File: src/rtl/spi_flash_read_cache.sv
// spi_flash_read_cache
//   Direct-mapped, one-word-per-line read cache in front of MappedSPIFlash.
//   Hits return data the cycle after the strobe; misses run one flash read
//   and fill the indexed line. Flash is never written through this block.
//   Optional feature macro: FLASH_CACHE_PREFETCH_EN (sequential next-line
//   prefetch after each demand fill).
// Ports
//   i_clk                 system clock
//   i_reset               synchronous active-low reset
//   i_mem_rstrb           CPU read strobe (1-cycle pulse)
//   i_mem_word_address    CPU word address, sampled with i_mem_rstrb
//   o_mem_rdata           read data, valid in the first cycle o_mem_rbusy is low
//   o_mem_rbusy           high while a CPU read is outstanding
//   i_cache_flush         1-cycle pulse, invalidates all lines
//   o_flash_rstrb         read strobe to MappedSPIFlash (1-cycle pulse)
//   o_flash_word_address  word address to MappedSPIFlash, held until fill done
//   i_flash_rdata         read data from MappedSPIFlash
//   i_flash_rbusy         busy from MappedSPIFlash
module spi_flash_read_cache #(
  parameter int unsigned ADDR_W     = 20,
  parameter int unsigned LINES_LOG2 = 4
) (
  input  logic              i_clk,
  input  logic              i_reset,
  input  logic              i_mem_rstrb,
  input  logic [ADDR_W-1:0] i_mem_word_address,
  output logic [31:0]       o_mem_rdata,
  output logic              o_mem_rbusy,
  input  logic              i_cache_flush,
  output logic              o_flash_rstrb,
  output logic [ADDR_W-1:0] o_flash_word_address,
  input  logic [31:0]       i_flash_rdata,
  input  logic              i_flash_rbusy
);

  localparam int unsigned LINES  = 1 << LINES_LOG2;
  localparam int unsigned TAG_W  = ADDR_W - LINES_LOG2;
  localparam int unsigned DATA_W = 32;

`ifdef FLASH_CACHE_PREFETCH_EN
  typedef enum logic [2:0] {
    S_IDLE, S_ISSUE, S_SETTLE, S_WAIT, S_PF_ISSUE, S_PF_SETTLE, S_PF_WAIT
  } state_t;
`else
  typedef enum logic [1:0] {
    S_IDLE, S_ISSUE, S_SETTLE, S_WAIT
  } state_t;
`endif

  state_t                  r_state, w_state_nxt;
  logic [LINES-1:0]        r_valid;
  logic [TAG_W-1:0]        r_tag  [LINES];
  logic [DATA_W-1:0]       r_data [LINES];
  logic [DATA_W-1:0]       r_mem_rdata, w_mem_rdata_nxt;
  logic                    r_mem_rbusy, w_mem_rbusy_nxt;
  logic                    r_flash_rstrb, w_flash_rstrb_nxt;
  logic [ADDR_W-1:0]       r_flash_addr, w_flash_addr_nxt;
  // Set when a flush lands while a fill is in flight: that fill must not
  // mark its line valid.
  logic                    r_kill, w_kill_nxt;

  logic                    w_req;
  logic [ADDR_W-1:0]       w_lk_addr;
  logic [LINES_LOG2-1:0]   w_lk_idx;
  logic                    w_hit;
  logic                    w_line_we;
  logic [LINES_LOG2-1:0]   w_fill_idx;
  logic [TAG_W-1:0]        w_fill_tag;

`ifdef FLASH_CACHE_PREFETCH_EN
  // A CPU strobe that arrives during a prefetch is parked here and replayed
  // as a normal lookup once the prefetch line is written.
  logic                    r_held, w_held_nxt;
  logic [ADDR_W-1:0]       r_held_addr, w_held_addr_nxt;
  logic [ADDR_W-1:0]       w_pf_addr;
  logic [LINES_LOG2-1:0]   w_pf_idx;
  logic                    w_pf_hit;

  assign w_req     = (i_mem_rstrb & ~r_mem_rbusy) | r_held;
  assign w_lk_addr = r_held ? r_held_addr : i_mem_word_address;
  assign w_pf_addr = r_flash_addr + ADDR_W'(1);
  assign w_pf_idx  = w_pf_addr[LINES_LOG2-1:0];
  assign w_pf_hit  = r_valid[w_pf_idx] && (r_tag[w_pf_idx] == w_pf_addr[ADDR_W-1:LINES_LOG2]);
`else
  assign w_req     = i_mem_rstrb;
  assign w_lk_addr = i_mem_word_address;
`endif

  assign w_lk_idx   = w_lk_addr[LINES_LOG2-1:0];
  assign w_hit      = r_valid[w_lk_idx] && (r_tag[w_lk_idx] == w_lk_addr[ADDR_W-1:LINES_LOG2]);
  // The flash address register doubles as the fill address for the line.
  assign w_fill_idx = r_flash_addr[LINES_LOG2-1:0];
  assign w_fill_tag = r_flash_addr[ADDR_W-1:LINES_LOG2];

  // Next-state and next-output logic.
  always_comb begin
    w_state_nxt       = r_state;
    w_mem_rdata_nxt   = r_mem_rdata;
    w_mem_rbusy_nxt   = r_mem_rbusy;
    w_flash_rstrb_nxt = 1'b0;
    w_flash_addr_nxt  = r_flash_addr;
    w_kill_nxt        = r_kill | i_cache_flush;
    w_line_we         = 1'b0;
`ifdef FLASH_CACHE_PREFETCH_EN
    w_held_nxt        = r_held;
    w_held_addr_nxt   = r_held_addr;
`endif
    case (r_state)
      S_IDLE: begin
        if (w_req) begin
`ifdef FLASH_CACHE_PREFETCH_EN
          w_held_nxt = 1'b0;
`endif
          if (w_hit) begin
            w_mem_rdata_nxt = r_data[w_lk_idx];
            w_mem_rbusy_nxt = 1'b0;
          end else begin
            w_mem_rbusy_nxt   = 1'b1;
            w_flash_rstrb_nxt = 1'b1;
            w_flash_addr_nxt  = w_lk_addr;
            w_kill_nxt        = i_cache_flush;
            w_state_nxt       = S_ISSUE;
          end
        end
      end
      S_ISSUE:  w_state_nxt = S_SETTLE;
      // Controller raises rbusy one cycle after it sees the strobe.
      S_SETTLE: w_state_nxt = S_WAIT;
      S_WAIT: begin
        if (!i_flash_rbusy) begin
          w_mem_rdata_nxt = i_flash_rdata;
          w_mem_rbusy_nxt = 1'b0;
          w_line_we       = 1'b1;
          w_state_nxt     = S_IDLE;
`ifdef FLASH_CACHE_PREFETCH_EN
          if (!w_pf_hit) begin
            w_flash_rstrb_nxt = 1'b1;
            w_flash_addr_nxt  = w_pf_addr;
            w_kill_nxt        = i_cache_flush;
            w_state_nxt       = S_PF_ISSUE;
          end
`endif
        end
      end
`ifdef FLASH_CACHE_PREFETCH_EN
      S_PF_ISSUE, S_PF_SETTLE, S_PF_WAIT: begin
        if (i_mem_rstrb && !r_mem_rbusy) begin
          w_held_nxt      = 1'b1;
          w_held_addr_nxt = i_mem_word_address;
          w_mem_rbusy_nxt = 1'b1;
        end
        if (r_state == S_PF_ISSUE) begin
          w_state_nxt = S_PF_SETTLE;
        end else if (r_state == S_PF_SETTLE) begin
          w_state_nxt = S_PF_WAIT;
        end else if (!i_flash_rbusy) begin
          w_line_we   = 1'b1;
          w_state_nxt = S_IDLE;
        end
      end
`endif
      default: w_state_nxt = S_IDLE;
    endcase
  end

  // State, output and control registers.
  always_ff @(posedge i_clk) begin
    if (!i_reset) begin
      r_state       <= S_IDLE;
      r_mem_rdata   <= '0;
      r_mem_rbusy   <= 1'b0;
      r_flash_rstrb <= 1'b0;
      r_flash_addr  <= '0;
      r_kill        <= 1'b0;
`ifdef FLASH_CACHE_PREFETCH_EN
      r_held        <= 1'b0;
      r_held_addr   <= '0;
`endif
    end else begin
      r_state       <= w_state_nxt;
      r_mem_rdata   <= w_mem_rdata_nxt;
      r_mem_rbusy   <= w_mem_rbusy_nxt;
      r_flash_rstrb <= w_flash_rstrb_nxt;
      r_flash_addr  <= w_flash_addr_nxt;
      r_kill        <= w_kill_nxt;
`ifdef FLASH_CACHE_PREFETCH_EN
      r_held        <= w_held_nxt;
      r_held_addr   <= w_held_addr_nxt;
`endif
    end
  end

  // Valid bits: flush wins over a fill landing in the same cycle.
  always_ff @(posedge i_clk) begin
    if (!i_reset) begin
      r_valid <= '0;
    end else if (i_cache_flush) begin
      r_valid <= '0;
    end else if (w_line_we) begin
      r_valid[w_fill_idx] <= ~r_kill;
    end
  end

  // Tag/data storage; a fill overwrites the indexed line unconditionally.
  always_ff @(posedge i_clk) begin
    if (i_reset && w_line_we) begin
      r_tag[w_fill_idx]  <= w_fill_tag;
      r_data[w_fill_idx] <= i_flash_rdata;
    end
  end

  assign o_mem_rdata          = r_mem_rdata;
  assign o_mem_rbusy          = r_mem_rbusy;
  assign o_flash_rstrb        = r_flash_rstrb;
  assign o_flash_word_address = r_flash_addr;

endmodule

File: config.mk
export PLATFORM = sky130hd
export DESIGN_NAME = spi_flash_read_cache
export DESIGN_NICKNAME = d
export VERILOG_FILES = /design/src/rtl/spi_flash_read_cache.sv
export SDC_FILE = /design/constraint.sdc
export NUM_CORES = 1
export LEC_CHECK = 0
export CORE_AREA = 2 2 349 386
export DETAILED_ROUTE_END_ITERATION = 16
export DIE_AREA = 0 0 351 388
export GPL_ROUTABILITY_DRIVEN = 1
export PLACE_DENSITY_LB_ADDON = 0.15
export SYNTH_ARGS = -nofsm -noshare
export SYNTH_HDL_FRONTEND = slang
export SYNTH_SLANG_ARGS = --single-unit
export TNS_END_PERCENT = 20
File: constraint.sdc
create_clock -name i_clk -period 5.51 [get_ports i_clk]
set_clock_uncertainty 0.05 [all_clocks]
set_input_delay 1.102 -clock i_clk [delete_from_list [all_inputs] [get_ports i_clk]]
set_output_delay 1.102 -clock i_clk [all_outputs]
set_load 0.01 [all_outputs]
Yosys cells after proc, flatten, opt, wreduce, memory -nomap -nowiden. Memory sizes are Yosys's and may differ from the RTL's. Index checks and enable logic that the tools add are counted.

Bits in registers: 73. Output and inout bits: 54. Word-level logic and storage cells: 59. Bits of input ports: 57. Bits in writable memories: 768. Memories: 2.

Equality and inequality tests: 8. Reductions and logical operators: 11. $lt $le $gt $ge: 3. Bitwise gates (word level): 4. Mux-type cells: 24.

Memory list: r_data (depth 16, width 32, rd ports 1, clocked after Yosys merged registers in 0, wr ports 1, RTL line 53) `logic [DATA_W-1:0] r_data [LINES];`; r_tag (depth 16, width 16, rd ports 1, clocked after Yosys merged registers in 0, wr ports 1, RTL line 52) `logic [TAG_W-1:0] r_tag [LINES];`.

Operators by type and width (number): $mux W32 (3); $pmux W32 S2 (1); $bwmux W16 (1); $eq A16 B16 Y1 (1); $mux W1 (12); $reduce_and A3 Y1 (4); $lt A4 B5 Y1 const B (2); $ne A2 B2 Y1 const B (4); $pmux W2 S4 (1); $mux W2 (3); $bmux W1 S4 (1); $demux W1 S4 (1); $eq A2 B2 Y1 const B (2); $ge A4 B1 Y1 const B (1); $reduce_and A4 Y1 (1); $logic_and A1 B1 Y1 (3); $not A1 Y1 (3); $eq A2 B1 Y1 const B (1); $logic_not A2 Y1 (1); $pmux W1 S2 (1); $reduce_bool A2 Y1 (1); $reduce_or A2 Y1 (1); $or A1 B1 Y1 (1).

Longest topological paths before layout.
Depth after elaboration: 6. Depth in mapped cells: 15. Gate-level depth less buffers: 8.

Least setup slack after synthesis. No wires, ideal clock.

Path kind: input -> register. Start: input i_flash_rbusy. End: memory r_data[4][0], enable pin. Arrival time: 3.916 ns. Stages on the path: 4. Path buffers: 1. Path slack: 1.091 ns. Library setup time: 0.454 ns. Required time: 5.006 ns. Cells stage by stage: nand2b_1 > or3b_2 > clkbuf_1 > nor2_1.

Longest elaborated chain between the ends: 5.

Ends and longest elaborated chain: from (decl) (RTL line 33) `input logic i_flash_rbusy`; $mux W1 (RTL line 130) `if (!i_flash_rbusy) begin`; $mux W1 (RTL line 108) `case (r_state)`; $logic_and A1 B1 Y1 (RTL line 206) `if (i_reset && w_line_we) begin`; $mux W1 (RTL line 206); $mux W1 (implied by the code) (RTL line 208) `r_data[w_fill_idx] <= i_flash_rdata;`; to (decl) (RTL line 53).

No other way between the ends.

Worst setup path in the final report.
Start: input i_mem_word_address[0]. End: register r_mem_rdata[14] (netlist: o_mem_rdata[14]).

Longest elaborated chain between the ends: 5. Elaborated cells between the ends (all ways): 11. Those cells by class: 2 x eq/ne; 5 x mux; 2 x reduce/logical; 2 x memory.

Ends and longest elaborated chain: from (decl) (RTL line 26) `input logic [ADDR_W-1:0] i_mem_word_address,`; $mem_v2 Z16 W16 / $bmux W1 S4 (equally long branches); $eq A16 B16 Y1 / $mux W1 (equally long branches) (RTL line 90) `assign w_hit = r_valid[w_lk_idx] && (r_tag[w_lk_idx] == w_lk_addr[ADDR_W-1:LINES_LOG2]);`; $logic_and A1 B1 Y1 (RTL line 90); $ne A2 B2 Y1 (no source line); $reduce_and A4 Y1 (no source line); to (signal assigned) (RTL line 181) `r_mem_rdata <= w_mem_rdata_nxt;`; to (decl) (RTL line 54) `logic [DATA_W-1:0] r_mem_rdata, w_mem_rdata_nxt;`.

Several ways; a longest one is shown, not always the timed one. The select of a mux whose other input is x is not followed. A chain may end at the register's enable or synchronous reset.

==> impl_metrics.json <==
{
  "regToRegEndpoint": "r_data[14][23]",
  "design.portCount": 111,
  "antennaDiodeCount": 0,
  "rr_startpoint": "r_state[1]",
  "finalPower_mw": 14.88,
  "cp-start-kind": "input pin",
  "post-route-period-util": 0.7676,
  "detailroute.wirelength.met2_um": 44220,
  "post-dp-hpwl_um": 49580,
  "grt_pass1_wl_um": 132400,
  "hold_end": "r_valid[3]",
  "area_growth_pct": 19.81,
  "ant_nets": 0,
  "detail_route.wirelength.met1_um": 43390,
  "tritoncts.num_buffers": 96,
  "run_status": "finished, final reports clean",
  "ys_seq_elements": 841,
  "multi_input_area_um2": 7970,
  "internal-power_mw": 11.29,
  "die_y_um": 388,
  "leakagePower_nw": 12.00,
  "drt_via_density": 4.498,
  "post_synth_instance_area_um2": 32860,
  "std_cell_rows": 140,
  "timing_hold_violations_final": 0,
  "yosys_most_used_dff": "edfxtp_1",
  "die_w_um": 351,
  "pin_count_of_the_biggest_net_entering_global_routing": 101,
  "hold_depth": 2,
  "wire_length_on_met3_um": 3647,
  "seq_area_um2": 24520,
  "reg2reg_depth": 5,
  "worst-r2r-setup-slack_ps": 1690,
  "cp_arrival_ps": 4720,
  "critical_path_class": "in2reg",
  "avgSynthCellArea_um2": 21.30,
  "yosys_warnings": 0,
  "share_seq_of_total_power": 0.494,
  "yosysUniqueCellTypes": 53,
  "critical_path.max_fanout": 44,
  "clock_latency_ps": 650,
  "slew_headroom": 0.2990,
  "remaining_routing_drc_violations": 0,
  "hold_path.class": "reg2reg",
  "grt_overflow_total": 0,
  "cts.clk_slew.worst_paths_ps": 60,
  "postCtsSetupBuffers": 0,
  "share_clk_of_total_power": 0.406,
  "postCtsResizedCells": 0,
  "gr-usage-all-layers": 0.1370,
  "power.switching_mw": 3.588,
  "required_ps": 6000,
  "ir_drop_uv": 198.7,
  "final-setup-viol-count": 0,
  "max_freq_mhz": 236.4,
  "grt_pass1_vias": 17050,
  "antenna_found_initial": 8,
  "cts-htree-levels": 3,
  "synth_enable_flop_cells": 768,
  "fin_setup_tns_ps": 0,
  "design.final.nets": 1762,
  "total_count_of_max_transition_violations_in_the_final_report": 0,
  "hold_path_startpoint": "r_valid[3]",
  "via_count_of_the_routed_design": 15970,
  "max-clock-path-buffers": 3,
  "comb_power_share": 0.100,
  "drive_gt1_frac": 0.2601,
  "fill_cells": 12740,
  "core_area_um2": 131900,
  "sw_frac_of_total": 0.2411,
  "die_area_um2": 136200,
  "drt_pass_1_iters": 6,
  "place.gp.congestion": 0.7104,
  "synth.yosys.seq_area_share": 0.7463,
  "cts-hold-fix-buffers": 0,
  "tritoncts": "built",
  "rsz_0062_raised_after_global_routing": "no",
  "io_buffer_count": 110,
  "route.final.wire_length_um": 93150,
  "asyncSetResetFlopFracSynth": 0,
  "clock_sink_count": 841,
  "postSynthNetCount": 1603,
  "pwr_density_cell_nw_per_um2": 377.9,
  "period_minus_slack_ps": 4229,
  "sort_of_element_at_the_end_of_the_critical_path": "flip-flop",
  "least_margin_pin_slew_ps": 1051,
  "max_cap_violations": 0,
  "cts.root.buffer_cell": "clkbuf_16",
  "wl_per_cell_um": 26.23,
  "first_iter_violations": 1241,
  "maxUsedRoutingLayer": "met5",
  "start_util": 0.2491,
  "netlist_instances": 1543
}
-- metal layers --
layer	vias up	global-route usage
met1	8746	0.1940
met5	-	0
met4	8	0.03043
met3	131	0.02336
met2	318	0.2192
li1	6771	-
-- layout make-up --
cell class,count,area share
multi-input cells,596,0.2024
clock inverters,37,0.006769
well taps,1775,0.05641
flip-flops and latches,841,0.6229
clock buffers,135,0.06772
inverters,9,0.0008580
repair buffers,158,0.04293
-- layout by cell type (no fill, tap or decap), types with 17 or more instances in the layout --
cell,count
edfxtp_1,768
mux4_2,227
clkdlybuf4s50_1,105
clkbuf_16,99
mux2i_1,85
dfxtp_1,73
nand2_1,55
nor2_1,32
buf_4,31
clkbuf_1,30
a21oi_1,26
a311oi_1,23
buf_12,18
nor2_4,17
-- worst max-delay path: stages --
cell      delay (ps)
buf_8            360
buf_12           360
mux4_2           570
a221oi_1         310
a41oi_1           90
o22ai_1          290
o21ai_1          180
o41ai_4          420
buf_12           270
buf_12           240
a21oi_1           90
a311oi_1         290
-- state kept, by name, indices dropped and copies added, names as in the netlist --
signal and cells:
r_tag 256, r_state 2, o_mem_rdata 32, o_flash_rstrb 1
r_kill 1, r_data 512, o_flash_word_address 20, o_mem_rbusy 1
r_valid 16
-- cells in the mapped netlist, types with 15 or more instances --
cell type,number,share of area
a211oi_1,15,0.0034
nand2_1,55,0.0063
edfxtp_1,768,0.70
xnor2_1,16,0.0043
buf_2,31,0.0047
clkbuf_1,39,0.0045
mux4_2,227,0.16
a311oi_1,23,0.0061
nor2_1,49,0.0056
mux2i_1,85,0.026
a21oi_1,27,0.0041
dfxtp_1,73,0.044
-- how the worst max path moves through the flow --
stage	from	endpoint	slack, ps	cells after the start
final	i_mem_word_address[0]	o_mem_rdata[14]	1280	12
after global routing	i_mem_word_address[0]	o_mem_rdata[14]	1000	12
after CTS	i_mem_word_address[0]	o_mem_rdata[14]	1270	12
after detailed placement	i_mem_word_address[0]	o_mem_rdata[14]	580	12
after global placement	i_mem_word_address[0]	o_mem_rdata[19]	500	12
after floorplan	i_flash_rbusy	r_data[4][0]	1090	4
-- power by group through the flow --
stage	clock network, mW	logic [mW]	registers, mW
after floorplan	0	0.822	7.43
after global placement	0	1.50	7.48
after detailed placement	0	1.52	7.48
after CTS	6.23	1.52	7.35
after global routing	6.47	1.60	7.37
final	6.04	1.49	7.35
-- stage by stage --
step,instance area (um2),setup slack [ps],util,hold WS (ps),std cells
after floorplan,32860,1091,-,417.7,1543
after global placement,36440,504.7,0.2763,434.5,3379
after detailed placement,36440,577.5,0.2763,441.5,3379
after CTS,39370,1271,0.2985,449.8,3551
after global routing,39370,1004,0.2985,474.0,3551
final,39370,1281,0.2985,449.1,3551
-- logic make-up after synthesis --
family / count (synthesis) / synth area share
multiplexers: 317 / 0.1832
buffers and inverters: 106 / 0.01580
flip-flops: 841 / 0.7463
XOR/XNOR: 25 / 0.006663
AND/OR/NAND/NOR: 142 / 0.01980
AO/OA/AOI/OAI: 109 / 0.02715
adder cells (fa/ha/maj): 3 / 0.001142
Note: power is estimated with default switching activity, not from simulation.
